[src/rtl/tdc_pkg.sv]
// Shared types and sizing helpers for the TDC measurement sequencer.
// Sizes derive from the delay-line length N_DELAY.
package tdc_pkg;

   typedef enum logic [2:0] {
      IDLE,
      ARM,
      WAIT,
      CAPTURE,
      LATCH,
      READOUT
   } state_e;

   localparam int N_DELAY_DEF = 32;
   localparam int NBYTES      = N_DELAY_DEF / 8;
   localparam int FRAME_LEN   = NBYTES + 1;
   localparam int CNT_W       = $clog2(N_DELAY_DEF + 1);

   function automatic int f_nbytes(input int n_delay);
      return n_delay / 8;
   endfunction

   function automatic int f_frame_len(input int n_delay);
      return n_delay / 8 + 1;
   endfunction

   function automatic int f_cnt_w(input int n_delay);
      return $clog2(n_delay + 1);
   endfunction

   function automatic int f_idx_w(input int n_delay);
      return $clog2(n_delay / 8 + 1);
   endfunction

endpackage

[src/rtl/tdc_therm_encoder.sv]
// Thermometer-to-count encoder: number of contiguous ones from bit 0,
// plus a flag for any stray one above the first zero.
module tdc_therm_encoder
   import tdc_pkg::*;
#(
   parameter int N_DELAY = 32,
   localparam int CW = f_cnt_w(N_DELAY)
) (
   input  logic [N_DELAY-1:0] code,
   output logic [CW-1:0]      count,
   output logic               bubble
);

   logic found;

   always_comb begin
      found  = 1'b0;
      count  = CW'(N_DELAY);
      bubble = 1'b0;
      for (int i = 0; i < N_DELAY; i++) begin
         if (found) begin
            if (code[i]) begin
               bubble = 1'b1;
            end
         end else if (!code[i]) begin
            found = 1'b1;
            count = CW'(i);
         end
      end
   end

endmodule

[src/rtl/tdc_meas_ctrl.sv]
// Measurement sequencer: settle, launch, capture, encode, then stream
// a count byte followed by the raw code bytes over valid/ready.
module tdc_meas_ctrl
   import tdc_pkg::*;
#(
   parameter int N_DELAY       = 32,
   parameter int SETTLE_CYCLES = 4
) (
   input  logic               clk,
   input  logic               rst_n,
   input  logic               meas_req,
   input  logic [7:0]         meas_delay,
   output logic               busy,
   output logic               tdc_rst_n,
   output logic               tdc_start,
   output logic               tdc_capture,
   input  logic [N_DELAY-1:0] code_in,
   output logic [7:0]         out_data,
   output logic               out_valid,
   input  logic               out_ready,
   output logic               out_last,
   output logic               err_bubble
);

   localparam int BYTES       = f_nbytes(N_DELAY);
   localparam int FRAME_BYTES = f_frame_len(N_DELAY);
   localparam int CW          = f_cnt_w(N_DELAY);
   localparam int IW          = f_idx_w(N_DELAY);
   localparam int NSLOT       = 1 << IW;

   localparam logic [7:0]    SETTLE_LAST = 8'(SETTLE_CYCLES - 1);
   localparam logic [IW-1:0] IDX_LAST    = IW'(FRAME_BYTES - 1);

   state_e             state_q, state_d;
   logic [7:0]         cnt_q, cnt_d;
   logic [7:0]         dly_q, dly_d;
   logic [IW-1:0]      idx_q, idx_d;
   logic [N_DELAY-1:0] code_q, code_d;
   logic [CW-1:0]      count_q, count_d;
   logic               err_q, err_d;
   logic               busy_q, busy_d;
   logic               tdc_rst_n_q, tdc_rst_n_d;
   logic               start_q, start_d;
   logic               capture_q, capture_d;
   logic               valid_q, valid_d;

   logic [CW-1:0]      enc_count;
   logic               enc_bubble;
   logic [7:0]         frame_bytes [NSLOT];

   tdc_therm_encoder #(
      .N_DELAY (N_DELAY)
   ) u_enc (
      .code   (code_in),
      .count  (enc_count),
      .bubble (enc_bubble)
   );

   // Frame slot 0 is the tap count; slots past the frame are tied off so
   // the full index range is addressable.
   genvar gi;
   generate
      for (gi = 0; gi < NSLOT; gi++) begin : g_slot
         if (gi == 0) begin : g_count
            assign frame_bytes[gi] = 8'(count_q);
         end else if (gi <= BYTES) begin : g_code
            assign frame_bytes[gi] = code_q[(gi-1)*8 +: 8];
         end else begin : g_pad
            assign frame_bytes[gi] = 8'h00;
         end
      end
   endgenerate

   always_comb begin
      state_d = state_q;
      cnt_d   = cnt_q;
      dly_d   = dly_q;
      idx_d   = idx_q;
      code_d  = code_q;
      count_d = count_q;
      err_d   = err_q;

      case (state_q)
         IDLE: begin
            if (meas_req) begin
               dly_d   = meas_delay;
               err_d   = 1'b0;
               cnt_d   = 8'd0;
               state_d = ARM;
            end
         end
         ARM: begin
            if (cnt_q == SETTLE_LAST) begin
               cnt_d   = 8'd0;
               state_d = WAIT;
            end else begin
               cnt_d = cnt_q + 8'd1;
            end
         end
         WAIT: begin
            if (cnt_q == dly_q) begin
               cnt_d   = 8'd0;
               state_d = CAPTURE;
            end else begin
               cnt_d = cnt_q + 8'd1;
            end
         end
         CAPTURE: begin
            state_d = LATCH;
         end
         LATCH: begin
            code_d  = code_in;
            count_d = enc_count;
            err_d   = enc_bubble;
            idx_d   = '0;
            state_d = READOUT;
         end
         READOUT: begin
            if (out_ready) begin
               if (idx_q == IDX_LAST) begin
                  idx_d   = '0;
                  state_d = IDLE;
               end else begin
                  idx_d = idx_q + IW'(1);
               end
            end
         end
         default: begin
            state_d = IDLE;
         end
      endcase

      // Outputs are decoded from the next state so they register in step
      // with the state they belong to.
      busy_d      = (state_d != IDLE);
      tdc_rst_n_d = (state_d == WAIT) || (state_d == CAPTURE) || (state_d == LATCH);
      start_d     = (state_d == WAIT) || (state_d == CAPTURE);
      capture_d   = (state_d == CAPTURE);
      valid_d     = (state_d == READOUT);
   end

   always_ff @(posedge clk) begin
      if (!rst_n) begin
         state_q     <= IDLE;
         cnt_q       <= 8'd0;
         dly_q       <= 8'd0;
         idx_q       <= '0;
         code_q      <= '0;
         count_q     <= '0;
         err_q       <= 1'b0;
         busy_q      <= 1'b0;
         tdc_rst_n_q <= 1'b0;
         start_q     <= 1'b0;
         capture_q   <= 1'b0;
         valid_q     <= 1'b0;
      end else begin
         state_q     <= state_d;
         cnt_q       <= cnt_d;
         dly_q       <= dly_d;
         idx_q       <= idx_d;
         code_q      <= code_d;
         count_q     <= count_d;
         err_q       <= err_d;
         busy_q      <= busy_d;
         tdc_rst_n_q <= tdc_rst_n_d;
         start_q     <= start_d;
         capture_q   <= capture_d;
         valid_q     <= valid_d;
      end
   end

   assign busy        = busy_q;
   assign tdc_rst_n   = tdc_rst_n_q;
   assign tdc_start   = start_q;
   assign tdc_capture = capture_q;
   assign out_valid   = valid_q;
   assign err_bubble  = err_q;
   assign out_data    = valid_q ? frame_bytes[idx_q] : 8'h00;
   assign out_last    = valid_q && (idx_q == IDX_LAST);

endmodule

[config.mk]
export PLATFORM = sky130hd
export DESIGN_NAME = tdc_meas_ctrl
export DESIGN_NICKNAME = d
export VERILOG_FILES = /design/src/rtl/tdc_pkg.sv /design/src/rtl/tdc_therm_encoder.sv /design/src/rtl/tdc_meas_ctrl.sv
export SDC_FILE = /design/constraint.sdc
export NUM_CORES = 1
export LEC_CHECK = 0
export ABC_AREA = 0
export ABC_CLOCK_PERIOD_IN_PS = 4800
export BUFFER_PORTS_ARGS = -buffer_cell sky130_fd_sc_hd__buf_2
export CORE_MARGIN = 1
export CORE_UTILIZATION = 40
export CTS_CLUSTER_SIZE = 8
export DETAILED_ROUTE_END_ITERATION = 8
export PLACE_DENSITY = 0.7
export SYNTH_ARGS = -nofsm -noshare
export SYNTH_HDL_FRONTEND = slang
export SYNTH_SLANG_ARGS = --single-unit
[constraint.sdc]
create_clock -name clk -period 4.8 [get_ports clk]
set_input_delay 0 -clock clk [delete_from_list [all_inputs] [get_ports clk]]
set_output_delay 0 -clock clk [all_outputs]
set_load 0.03 [all_outputs]
Word-level counts from Yosys, hierarchy flattened
Index checks and enable logic that the tools add are counted. Widths: inputs -> output; s select.

ROM bits: 0. Latch bits: 0. Logic and storage cells: 247. Memory bits (writable): 0. Memories: 0. Flip-flop bits (word level): 66. Output and inout port bits: 15.

$add $sub $neg: 2. $lt $le $gt $ge: 1. Reduce and logical (&&, ||, !) cells: 12. Multipliers: 0. Muxes and demuxes: 205. Bitwise logic cells: 1. Div/mod/pow operators: 0. Equal/unequal tests: 14. Shifts and indexed selects: 0.

Operators with widths (number): $mux 6 (63); $mux 1 (124); $mux 8 (6); $bmux 8 s3 (1); $pmux 8 s3 (1); $mux 3 (7); $pmux 3 s6 (1); $eq 3x3->1 const B (5); $eq 3x2->1 const B (4); $add 8x1->8 const B (1); $eq 8x2->1 const B (1); $eq 8x8->1 (1); $reduce_and 2->1 (4); $pmux 3 s2 (1); $reduce_bool 3->1 (2); $ge 4x4->1 const B (1); $ne 2x2->1 const B (2); $not 3->4 (1); $reduce_bool 2->1 (2); $add 3x1->3 const B (1); $eq 3x1->1 const B (1); $logic_not 3->1 (1); $logic_or 1x1->1 (2); $pmux 1 s2 (1); $logic_and 1x1->1 (1).

Longest topological paths before layout
Gate-level depths: netlist of the first run.

Depth in word-level cells: 63. Mapped depth: 8. Mapped depth without buffers: 7.

Hierarchy
Synthesis of the first run repeated with hierarchy kept, for this count alone.

Cell total of the unflattened synthesis: 476. Area, all modules: 3772.4 um2.

By module, submodules not included: tdc_meas_ctrl (area each 3109.2 um2, sequential area each 1321.3 um2, times used 1, cells an instance 364); tdc_therm_encoder (area each 663.1 um2, sequential area each 0.0 um2, times used 1, cells an instance 112).

Worst setup path after synthesis of the first run
No wires, ideal clock.

Path type: register to register. Start: register cnt_q[0]. End: register busy_q, in the netlist busy. Data arrival time: 1918 ps. Stages on the path, launching flop included: 8. Setup time: 127 ps. Required time: 4673 ps. Clock period less this slack: 2045 ps. Path buffers: 0. Path slack: 2755 ps. Path through: dfxtp_1 -> ha_1 -> or4b_1 -> nor4_2 -> or2b_2 -> o221ai_2 -> and2_4 -> or3_1.

Cells in the longest elaborated chain, start to end: 4.

Ends and longest elaborated chain: start, declared (line tdc_meas_ctrl.sv:35) `logic [7:0] cnt_q, cnt_d;`; start signal, assigned (line tdc_meas_ctrl.sv:158) `cnt_q <= cnt_d;`; $eq 8x8->1 or $eq 8x2->1 (tied branches) (line tdc_meas_ctrl.sv:101, tdc_meas_ctrl.sv:93); $mux 3 (on tied branches) (line tdc_meas_ctrl.sv:101, tdc_meas_ctrl.sv:93); $pmux 3 s6 (*) (line tdc_meas_ctrl.sv:83) `case (state_q)`; $reduce_bool 3->1 (*) (line tdc_meas_ctrl.sv:135) `busy_d = (state_d != IDLE);`; end signal, assigned (line tdc_meas_ctrl.sv:164) `busy_q <= busy_d;`; end, declared (line tdc_meas_ctrl.sv:41) `logic busy_q, busy_d;`.

Mark *: on every way between the ends. The rest lies on a longest branch, timed or not. A chain may end at the register's enable or synchronous reset.

Final worst setup path of the first run
Start: register idx_q[2]. End: output port out_data[2].

Cells in the longest elaborated chain, start to end: 5.

Ends and longest elaborated chain: start, declared (line tdc_meas_ctrl.sv:37) `logic [IW-1:0] idx_q, idx_d;`; start signal, assigned (line tdc_meas_ctrl.sv:160) `idx_q <= idx_d;`; $not 3->4 (implied by the code) (line tdc_meas_ctrl.sv:178) `assign out_data = valid_q ? frame_bytes[idx_q] : 8'h00;`; $bmux 8 s3 (line tdc_meas_ctrl.sv:178); $mux 8 (implied by the code) (2 in series) (line tdc_meas_ctrl.sv:178); $mux 8 (line tdc_meas_ctrl.sv:178); end, declared (line tdc_meas_ctrl.sv:18) `output logic [7:0] out_data,`.

Every way passes these cells. The select of a mux whose other input is x is not followed.

==> results of run 1 <==
-- cell type report --
class	count	area (sq um)
fillers	817	4220
multi-input cells	352	2120
flip-flops and latches	66	1320
repair buffers	93	636
clock buffers	13	169
well taps	108	135
inverters	11	41.3
clock inverters	2	35.0
-- metal layers --
layer  up-vias  share of wire, %  track usage [%]
met5         -                 0                0
met4         0               3.1             8.82
met3        28               4.7             5.09
met2       116                50             41.0
met1      1686                43             25.9
li1       1744                 -                -
-- through the flow --
stage,setup slack [ps],cell area (sq um),std cells,hold slack (ps)
after floorplan,2750,3560,449,145
after global placement,2620,3920,597,252
after detailed placement,2580,3920,597,259
after CTS,2430,4460,645,3.50
after global routing,2140,4460,645,22.4
final,2400,4460,645,21.6
-- worst paths after layout --
check / from / end / slack [ps] / depth (start not counted)
setup / recovery: idx_q[2] / out_data[2] / 2400 / 5
hold / removal: code_in[0] / code_q[0] / 20 / 3
setup reg to reg: cnt_q[0] / busy / 2530 / 7
hold reg to reg: code_q[14] / code_q[14] / 470 / 2
-- tightest hold or removal path, cell delays in order --
cell	delay (ps)
buf_2	120
nand2_1	80
a21boi_0	80
-- what timing repair did --
item	4_1_cts	5_1_grt
setup endpoints to repair	0	0
hold endpoints to repair	34	0
hold buffers	33	0
-- power groups by stage --
stage | sequential (uW) | combinational [uW] | clock [uW]
after floorplan | 575 | 61.6 | 0
after global placement | 576 | 106 | 0
after detailed placement | 577 | 109 | 0
after CTS | 564 | 130 | 489
after global routing | 565 | 146 | 508
final | 564 | 132 | 479
-- synth_stat cells, drive strengths merged (2+ instances only) --
cell | number | area, sq um
o21ai | 27 | 135
o211ai | 2 | 15.0
dfxtp | 66 | 1320
xor2 | 12 | 105
and2 | 7 | 48.8
nand4 | 7 | 43.8
a31oi | 6 | 37.5
mux4 | 6 | 135
nand3 | 12 | 60.1
a22oi | 9 | 67.6
a211oi | 6 | 45.0
xnor2 | 2 | 17.5
a21boi | 44 | 334
inv | 10 | 37.5
nor2 | 22 | 82.6
a21oi | 15 | 75.1
and3 | 3 | 18.8
clkbuf | 17 | 63.8
o31a | 2 | 17.5
nor3 | 7 | 40.0
nor4 | 6 | 58.8
nand2b | 4 | 25.0
or3 | 2 | 12.5
mux2i | 2 | 20.0
nor2b | 11 | 68.8
ha | 3 | 37.5
buf | 3 | 16.3
nand2 | 115 | 432
-- state kept, by name (all words and copies together), names as in the netlist --
| signal | cells |
|---|---|
| count_q | 6 |
| tdc_start | 1 |
| code_q | 32 |
| busy | 1 |
| idx_q | 3 |
| cnt_q | 8 |
| dly_q | 8 |
| tdc_rst_n | 1 |
| state_q | 3 |
| err_bubble | 1 |
| out_valid | 1 |
| tdc_capture | 1 |
-- kinds of logic after synthesis --
logic type	Yosys count
adder cells (fa/ha/maj)	3
AND/OR/NAND/NOR	203
AO/OA/AOI/OAI	123
flip-flops	66
buffers and inverters	31
multiplexers	9
XOR/XNOR	14
==> flow_metrics.py, run 1 <==
metrics = {
    "clocking": {
        "tritoncts": "built",
        "cts.path.max_buffers": 2,
        "cts.sinks": 66,
        "cts_buffers": 9,
        "clk_latency_ps": 330,
        "h-tree-depth": 3,
        "cts_setup_buffers": 0,
        "cts_root_buf": "clkbuf_8",
        "cts_resized": 0,
        "clk_pin_slew_ps": 70,
    },
    "detailed_routing": {
        "drtPass1Iterations": 4,
        "num_vias": 3574,
        "ant_nets": 0,
        "wire_per_inst_um": 15.2,
        "via_per_inst": 5.54,
        "totalWireLength_mm": 9.83,
        "dr.first_iter.drc_count": 191,
        "drc": 0,
    },
    "pwr": {
        "p_sw_uw": 279,
        "pwr-share-clk_pct": 40.7,
        "combPwrFrac_pct": 11.3,
        "p_total_uw": 1180,
        "power_density_mw_per_mm2": 264,
        "vdd_drop_max_v": 0.000215,
        "p_int_uw": 896,
        "seq_power_share_pct": 48.0,
        "p_sw_share_pct": 23.8,
        "p_leak_uw": 0.00167,
    },
    "layout": {
        "final_cell_mix": "nand2_1 (115), dfxtp_1 (66), buf_2 (58)",
        "diodes": 0,
        "areaGrowthSynthToFinish_pct": 25.1,
        "final_nets": 580,
        "layout_commonest_cell": "nand2_1",
        "drive_gt1_share_pct": 17.5,
        "utilization_pct": 51.4,
    },
    "logic_synthesis": {
        "yosysWarnings": 0,
        "synthSimpleGateAreaFrac_pct": 26.8,
        "synth_ff_type": "dfxtp_1",
        "synth_edf_count": 0,
        "synth-compound-area-share_pct": 23.6,
        "netlist_instances": 449,
        "syn_avg_cell_area_sq_um": 7.94,
        "synthMuxAreaShare_pct": 4.67,
        "synth_cell_type_count": 57,
        "seq_area_frac_synth_pct": 37.1,
        "synth_top_family_by_area": "simple AND/OR/NAND/NOR gates",
        "ys_seq_elements": 66,
        "syn-num-nets": 496,
        "synthesis.area_sq_mm": 0.00356,
        "async_reset_ff_share_pct": 0,
        "synthAdderAreaFrac_pct": 1.05,
        "synth-xor-area-share_pct": 3.44,
    },
    "timing": {
        "rsz0062_at_grt": "no",
        "tightest_slew_ps": 878,
        "relSlewSlack_pct": 41.3,
        "fin_crit_ps": 2400,
        "clock.fmax_mhz": 417,
        "setup_viol": 0,
        "finalMaxSlewViolations": 0,
        "final.setup.tns_ps": 0,
        "hold_viol_final": 0,
        "skew_ps": 7.77,
        "period_share_pct": 50.0,
    },
    "global_routing": {
        "grt.overflow.total": 0,
        "grt_max_degree": 56,
        "grt_pass1_wl_mm": 16.1,
        "antenna_found_initial": 0,
        "grt_pass1_vias": 3422,
        "track_usage_pct": 22.7,
    },
    "floorplanning": {
        "core_sq_mm": 0.00868,
        "start_util_pct": 41.1,
        "io_pins": 59,
        "dieArea_sq_mm": 0.00929,
        "die_height_um": 96.4,
        "die_x_um": 96.4,
        "rows": 34,
    },
    "worst_setup_path": {
        "cp-start-kind": "flop",
        "cpLargestDelayFamily": "simple AND/OR/NAND/NOR gates",
        "crit_buf_inv": 2,
        "worstPathRequired_ps": 4800,
        "slowest_delay_ps": 740,
        "crit_type": "flop to primary output",
        "crit_chain": "clkinv_1 -> nor3_1 -> a22oi_1 -> nor2b_1 -> buf_2",
        "slowest_stage": "nor3_1",
        "cp-end-kind": "primary output",
        "path_max_fanout": 9,
        "cp.arrival_ps": 2400,
    },
    "worst_hold_path": {
        "min_path_type": "input pin to flop",
    },
    "run": {
        "maxCapViolCount": 0,
    },
    "placement": {
        "hpwl_mm": 6.79,
        "io_buffers": 58,
        "place_congestion": 0.977,
    },
    "run_status": {
        "outcome": "complete, no violations",
    },
}
(Power assumes the default switching activity.)
==> run 2, diff against run 1 <==
--- a/config.mk
+++ b/config.mk
@@ -6,13 +6,13 @@
 export NUM_CORES = 1
 export LEC_CHECK = 0
 export ABC_AREA = 0
-export ABC_CLOCK_PERIOD_IN_PS = 4800
+export ABC_CLOCK_PERIOD_IN_PS = 2130
 export BUFFER_PORTS_ARGS = -buffer_cell sky130_fd_sc_hd__buf_2
 export CORE_MARGIN = 1
 export CORE_UTILIZATION = 40
 export CTS_CLUSTER_SIZE = 8
 export DETAILED_ROUTE_END_ITERATION = 8
-export PLACE_DENSITY = 0.7
+export PLACE_DENSITY = 0.72
 export SYNTH_ARGS = -nofsm -noshare
 export SYNTH_HDL_FRONTEND = slang
 export SYNTH_SLANG_ARGS = --single-unit
==> constraint.sdc (replaced) <==
create_clock -name clk -period 2.13 [get_ports clk]
set_input_delay 0 -clock clk [delete_from_list [all_inputs] [get_ports clk]]
set_output_delay 0 -clock clk [all_outputs]
set_load 0.03 [all_outputs]
==> run 2 against run 1 <==
  * The flow now finishes with violations (setup timing)
  * Core utilization rose by 2.1 points
  * Power rose by 130%
  * Flip-flop and latch count did not move
  * Via count rose by 0.56%
  * Highest routed layer unchanged
  * Clock-buffer cell count fell by 2
  * Clock skew rose by 4.1 ps
  * Routed wire length rose by 1.7%
  * Die area did not move
  * Non-clock buffer count rose by 18
  * Largest power group unchanged
  * Critical endpoint is now busy
  * Largest cell class unchanged
==> flow_metrics.py, run 2 (synthesized netlist as in run 1, its figures left out) <==
metrics = {
    "layout": {
        "diodes": 0,
        "largest_registers": "code_q (32), cnt_q (8), dly_q (8)",
        "final_nets": 598,
        "utilization_pct": 53.5,
        "final_cell_mix": "nand2_1 (115), dfxtp_1 (64), buf_2 (58)",
        "top_register": "code_q",
        "layout_commonest_cell": "nand2_1",
        "largest_reg_flops": 32,
        "drive_gt1_share_pct": 20.5,
        "areaGrowthSynthToFinish_pct": 30.3,
    },
    "pwr": {
        "pwr-share-clk_pct": 39.6,
        "seq_power_share_pct": 47.9,
        "combPwrFrac_pct": 12.6,
        "p_sw_uw": 667,
        "p_sw_share_pct": 25.2,
        "vdd_drop_max_v": 0.000475,
        "power_density_mw_per_mm2": 571,
        "p_leak_uw": 0.00177,
        "p_int_uw": 1980,
    },
    "floorplanning": {
        "dieArea_sq_mm": 0.00929,
        "die_height_um": 96.4,
        "core_sq_mm": 0.00868,
        "rows": 34,
        "start_util_pct": 41.1,
        "die_x_um": 96.4,
        "io_pins": 59,
    },
    "worst_setup_path": {
        "crit_type": "flop to flop",
        "rrSetupSlack_ps": -20,
        "crit_chain": "ha_4 -> or4b_4 -> nor4_4 -> or2b_4 -> o221ai_4 -> and2_4 -> or3_1",
        "slowest_stage": "or4b_4",
        "cp.arrival_ps": 2390,
        "rr_endpoint": "busy",
        "slowest_delay_ps": 470,
        "path_max_fanout": 3,
        "cp-end-kind": "flop",
        "cpLargestDelayFamily": "simple AND/OR/NAND/NOR gates",
        "critPathCapture": "busy",
        "cp-start-kind": "flop",
        "worstPathRequired_ps": 2360,
        "critPathLaunch": "cnt_q[1]",
        "r2r-start": "cnt_q[1]",
        "worst-path-stages": 7,
        "reg2reg_depth": 7,
        "crit_buf_inv": 0,
    },
    "detailed_routing": {
        "totalWireLength_mm": 9.99,
        "drc": 0,
        "ant_nets": 0,
        "num_vias": 3594,
        "wire_per_inst_um": 15.0,
        "dr.first_iter.drc_count": 191,
        "drtPass1Iterations": 5,
        "via_per_inst": 5.41,
    },
    "clocking": {
        "cts.sinks": 66,
        "cts_buffers": 9,
        "cts_root_buf": "clkbuf_8",
        "clk_pin_slew_ps": 80,
        "clk_latency_ps": 340,
        "tritoncts": "built",
        "cts.path.max_buffers": 2,
        "h-tree-depth": 3,
    },
    "global_routing": {
        "grt.overflow.total": 0,
        "track_usage_pct": 22.7,
        "grt_pass1_vias": 3430,
        "antenna_found_initial": 0,
        "grt_max_degree": 56,
        "grt_pass1_wl_mm": 15.9,
    },
    "run_status": {
        "outcome": "finished with violations",
        "violations": "setup timing",
    },
    "run": {
        "maxCapViolCount": 0,
    },
    "timing": {
        "hold_viol_final": 0,
        "period_share_pct": 101,
        "clock.fmax_mhz": 465,
        "skew_ps": 11.9,
        "rsz0062_at_grt": "yes",
        "tightest_slew_ps": 849,
        "setup_ws_ps": -21.7,
        "setup_viol": 3,
        "finalMaxSlewViolations": 0,
        "relSlewSlack_pct": 43.4,
        "fin_crit_ps": 2150,
    },
    "worst_hold_path": {
        "hold_path.startpoint": "code_in[24]",
        "min_path_type": "input pin to flop",
    },
    "placement": {
        "hpwl_mm": 7.19,
        "place_congestion": 0.946,
        "post-place-ws_ps": 45.1,
        "io_buffers": 58,
    },
}
## run 2: cell count changes in the layout (fill, tap and decap cells not counted), sizes merged
cell	previous run	this run
dlygate4sd3	33	36
buf	60	75
clkbuf	13	11
clkinv	2	5
## run 2: layer usage
layer / global-route usage, % / wire, um
met5: 0 / 0
met4: 8.21 / 220
met3: 4.46 / 529
met2: 40.4 / 5020
met1: 27.2 / 4220
## run 2: through the flow
step	TNS, ps	instances	instance area (sq um)	hold slack, ps	total power, uW
final	-26.1	664	4640	13.9	2650
after global routing	-492	664	4640	10.5	2750
after CTS	0	663	4580	4.40	2650
after detailed placement	0	611	4030	263	1560
after global placement	0	611	4030	255	1550
after floorplan	0	449	3560	145	1430
## run 2: tightest hold or removal path: stages
cell      delay [ps]
buf_2            160
nand2_1           80
a21boi_0          70
## run 2: worst min-delay path by stage
stage	end	slack, ps	cells past startpoint
after floorplan	code_q[0]	140	2
after global placement	dly_q[7]	250	3
after detailed placement	dly_q[4]	260	3
after CTS	code_q[24]	4	3
after global routing	code_q[24]	10	3
final	code_q[24]	10	3
## run 2: power groups by stage
stage                     registers, uW  clock network (uW)  logic, uW
final                              1270                1050        333
after global routing               1270                1120        364
after CTS                          1270                1070        313
after detailed placement           1300                   0        262
after global placement             1290                   0        258
after floorplan                    1300                   0        139
## run 2: timing repair
action                                 4_1_cts  5_1_grt
setup endpoints to repair                    0        8
gates resized for setup                      0        9
endpoints found under the hold margin       37        0
hold buffers                                36        0
buffers inserted                             0        1
## run 2: final cells by class
cell class	instances	area [sq um]
fill	834	4030
timing repair buffer	111	778
clock inverter	5	53.8
tap	108	135
clock buffer	11	141
inverter	11	41.3
sequential	66	1320
multi-input combinational	352	2170
==> run 3, diff against run 2 <==
--- a/config.mk
+++ b/config.mk
@@ -7,12 +7,13 @@
 export LEC_CHECK = 0
 export ABC_AREA = 0
 export ABC_CLOCK_PERIOD_IN_PS = 2130
-export BUFFER_PORTS_ARGS = -buffer_cell sky130_fd_sc_hd__buf_2
 export CORE_MARGIN = 1
 export CORE_UTILIZATION = 40
 export CTS_CLUSTER_SIZE = 8
 export DETAILED_ROUTE_END_ITERATION = 8
-export PLACE_DENSITY = 0.72
+export DONT_BUFFER_PORTS = 1
+export PLACE_DENSITY = 0.66
 export SYNTH_ARGS = -nofsm -noshare
 export SYNTH_HDL_FRONTEND = slang
+export SYNTH_HIERARCHICAL = 1
 export SYNTH_SLANG_ARGS = --single-unit
==> run 3 against run 2 <==
  * The run now ends clean
  * Global-route usage down 1.4 points
  * Flip-flop and latch count unchanged
  * Non-clock buffer count down 51
==> flow_metrics.py, run 3 <==
metrics = {
    "timing": {
        "relSlewSlack_pct": 47.0,
        "finalMaxSlewViolations": 0,
        "period_share_pct": 93.3,
        "skew_ps": 11.1,
        "hold_viol_final": 0,
        "tightest_slew_ps": 774,
        "fin_crit_ps": 1990,
        "final.setup.tns_ps": 0,
        "rsz0062_at_grt": "no",
        "setup_viol": 0,
        "clock.fmax_mhz": 503,
    },
    "clocking": {
        "cts.path.max_buffers": 2,
        "cts_buffers": 9,
        "cts_root_buf": "clkbuf_8",
        "h-tree-depth": 3,
        "cts.sinks": 66,
        "clk_latency_ps": 350,
        "clk_pin_slew_ps": 80,
        "tritoncts": "built",
    },
    "layout": {
        "largest_registers": "code_q (32), cnt_q (8), dly_q (8)",
        "drive_gt1_share_pct": 11.5,
        "top_register": "code_q",
        "final_nets": 572,
        "fill_cells": 883,
        "final_cell_mix": "nand2_1 (129), dfxtp_1 (63), a21boi_0 (50)",
        "areaGrowthSynthToFinish_pct": 22.0,
        "diodes": 0,
        "layout_commonest_cell": "nand2_1",
        "final_area_sq_mm": 0.00460,
        "largest_reg_flops": 32,
    },
    "floorplanning": {
        "start_util_pct": 41.0,
        "rows": 35,
        "dieArea_sq_mm": 0.00982,
        "io_pins": 59,
        "die_height_um": 99.1,
        "die_x_um": 99.1,
        "core_sq_mm": 0.00920,
    },
    "global_routing": {
        "grt.overflow.total": 0,
        "grt_pass1_wl_mm": 16.5,
        "grt_pass1_vias": 3272,
        "antenna_found_initial": 0,
        "grt_max_degree": 66,
        "track_usage_pct": 21.4,
    },
    "detailed_routing": {
        "drc": 0,
        "totalWireLength_mm": 10.2,
        "dr.first_iter.drc_count": 217,
        "wire_per_inst_um": 15.9,
        "ant_nets": 0,
        "drtPass1Iterations": 5,
        "via_per_inst": 5.65,
        "num_vias": 3620,
    },
    "logic_synthesis": {
        "synthMuxAreaShare_pct": 4.38,
        "yosysMostFrequentCell": "nand2_1",
        "syn_avg_cell_area_sq_um": 7.93,
        "synth_edf_count": 0,
        "synthAdderAreaFrac_pct": 0.995,
        "ys_seq_elements": 66,
        "syn-num-nets": 523,
        "yosysWarnings": 6,
        "synthTopCellsByArea": "dfxtp_1 (35%), nand2_1 (13%), a21boi_0 (10%)",
        "synthSimpleGateAreaFrac_pct": 30.2,
        "synth-xor-area-share_pct": 2.79,
        "seq_area_frac_synth_pct": 35.0,
        "synth_cell_type_count": 64,
        "yosysTopAreaCell": "dfxtp_1",
        "async_reset_ff_share_pct": 0,
        "netlist.area_leader.share_pct": 35.0,
        "netlist_instances": 476,
        "synth_top_family_by_area": "simple AND/OR/NAND/NOR gates",
        "synth_ff_type": "dfxtp_1",
        "synthesis.area_sq_mm": 0.00377,
        "yosys-top-cells-count": "nand2_1 (129), dfxtp_1 (66), a21boi_0 (50)",
        "synth-compound-area-share_pct": 22.8,
    },
    "worst_hold_path": {
        "min_path_type": "input pin to flop",
    },
    "worst_setup_path": {
        "cp-start-kind": "flop",
        "slowest_delay_ps": 480,
        "cp-end-kind": "flop",
        "r2r-start": "cnt_q[0]",
        "crit_type": "flop to flop",
        "reg2reg_depth": 6,
        "crit_chain": "ha_2 -> or4b_4 -> nor4_4 -> or3_2 -> o2111ai_2 -> a211o_1",
        "critPathLaunch": "cnt_q[0]",
        "worstPathRequired_ps": 2370,
        "critPathCapture": "busy",
        "cp.arrival_ps": 2230,
        "path_max_fanout": 5,
        "rr_endpoint": "busy",
        "rrSetupSlack_ps": 140,
        "slowest_stage": "or4b_4",
    },
    "run_status": {
        "outcome": "complete, no violations",
    },
    "pwr": {
        "power_density_mw_per_mm2": 562,
        "p_leak_uw": 0.00163,
        "vdd_drop_max_v": 0.000231,
    },
    "placement": {
        "placed_cell_area_sq_mm": 0.00394,
        "io_buffers": 0,
        "place_congestion": 0.878,
        "hpwl_mm": 7.08,
    },
    "run": {
        "maxCapViolCount": 0,
    },
}
==> run 3: kinds of logic (layout without fill, tap and decap cells) <==
group	count (synthesis)	count (layout)
AND/OR/NAND/NOR	231	231
buffers and inverters	34	88
flip-flops	66	66
adder cells (fa/ha/maj)	3	3
AO/OA/AOI/OAI	121	121
XOR/XNOR	12	12
multiplexers	9	9
==> run 3: final cells by class <==
type / count / area (sq um) / area share [%]
timing repair buffer: 60 / 568 / 12.3
inverter: 12 / 45.0 / 0.979
clock inverter: 6 / 66.3 / 1.44
clock buffer: 10 / 138 / 2.99
tap: 111 / 139 / 3.02
multi-input combinational: 376 / 2320 / 50.4
sequential: 66 / 1330 / 28.8
==> run 3: through the flow <==
stage	total power, uW	utilization, %	setup slack [ps]	std cells	hold WS (ps)
2_1_floorplan	1430	-	229	476	145
3_3_place_gp	1450	42.8	112	581	122
3_5_place_dp	1450	42.8	55.2	581	123
4_1_cts	2600	49.8	31.1	640	10.8
5_1_grt	2690	50.0	64.2	641	32.5
6_report	2590	50.0	142	641	19.8
==> run 3: what timing repair did <==
item / CTS / global route
gates resized for setup: 0 / 5
setup buffers: 0 / 1
endpoints found under the hold margin: 66 / 0
hold buffers: 43 / 0
setup endpoints to repair: 0 / 8
==> run 3: worst max-delay path, delay by kind of cell, from the launching register on <==
kind	cells	cell delay [ps]
adders and majority gates	1	210
and+or+nand+nor	3	860
AOI/OAI and AO/OA	2	460
DFF	1	370
==> run 3: metal layers <==
layer / part of all wire [%] / global-route usage [%]
met1: 46 / 29.0
met2: 46 / 33.7
met3: 6.3 / 5.55
met4: 1.8 / 5.88
met5: 0 / 0
==> run 3: worst min path at each step <==
stage | from | endpoint | slack [ps] | depth (start not counted)
2_1_floorplan | code_in[10] | code_q[10] | 140 | 2
3_3_place_gp | rst_n | cnt_q[5] | 120 | 2
3_5_place_dp | rst_n | cnt_q[3] | 120 | 2
4_1_cts | code_in[27] | err_bubble | 10 | 5
5_1_grt | meas_req | busy | 30 | 3
6_report | out_ready | idx_q[0] | 20 | 3
==> run 3: where the power goes <==
part	switching [uW]	total [uW]	internal [uW]	leakage [uW]
combinational	116	252	136	0.00100
sequential	19.3	1270	1250	0.000535
clock	495	1070	571	0.0000945
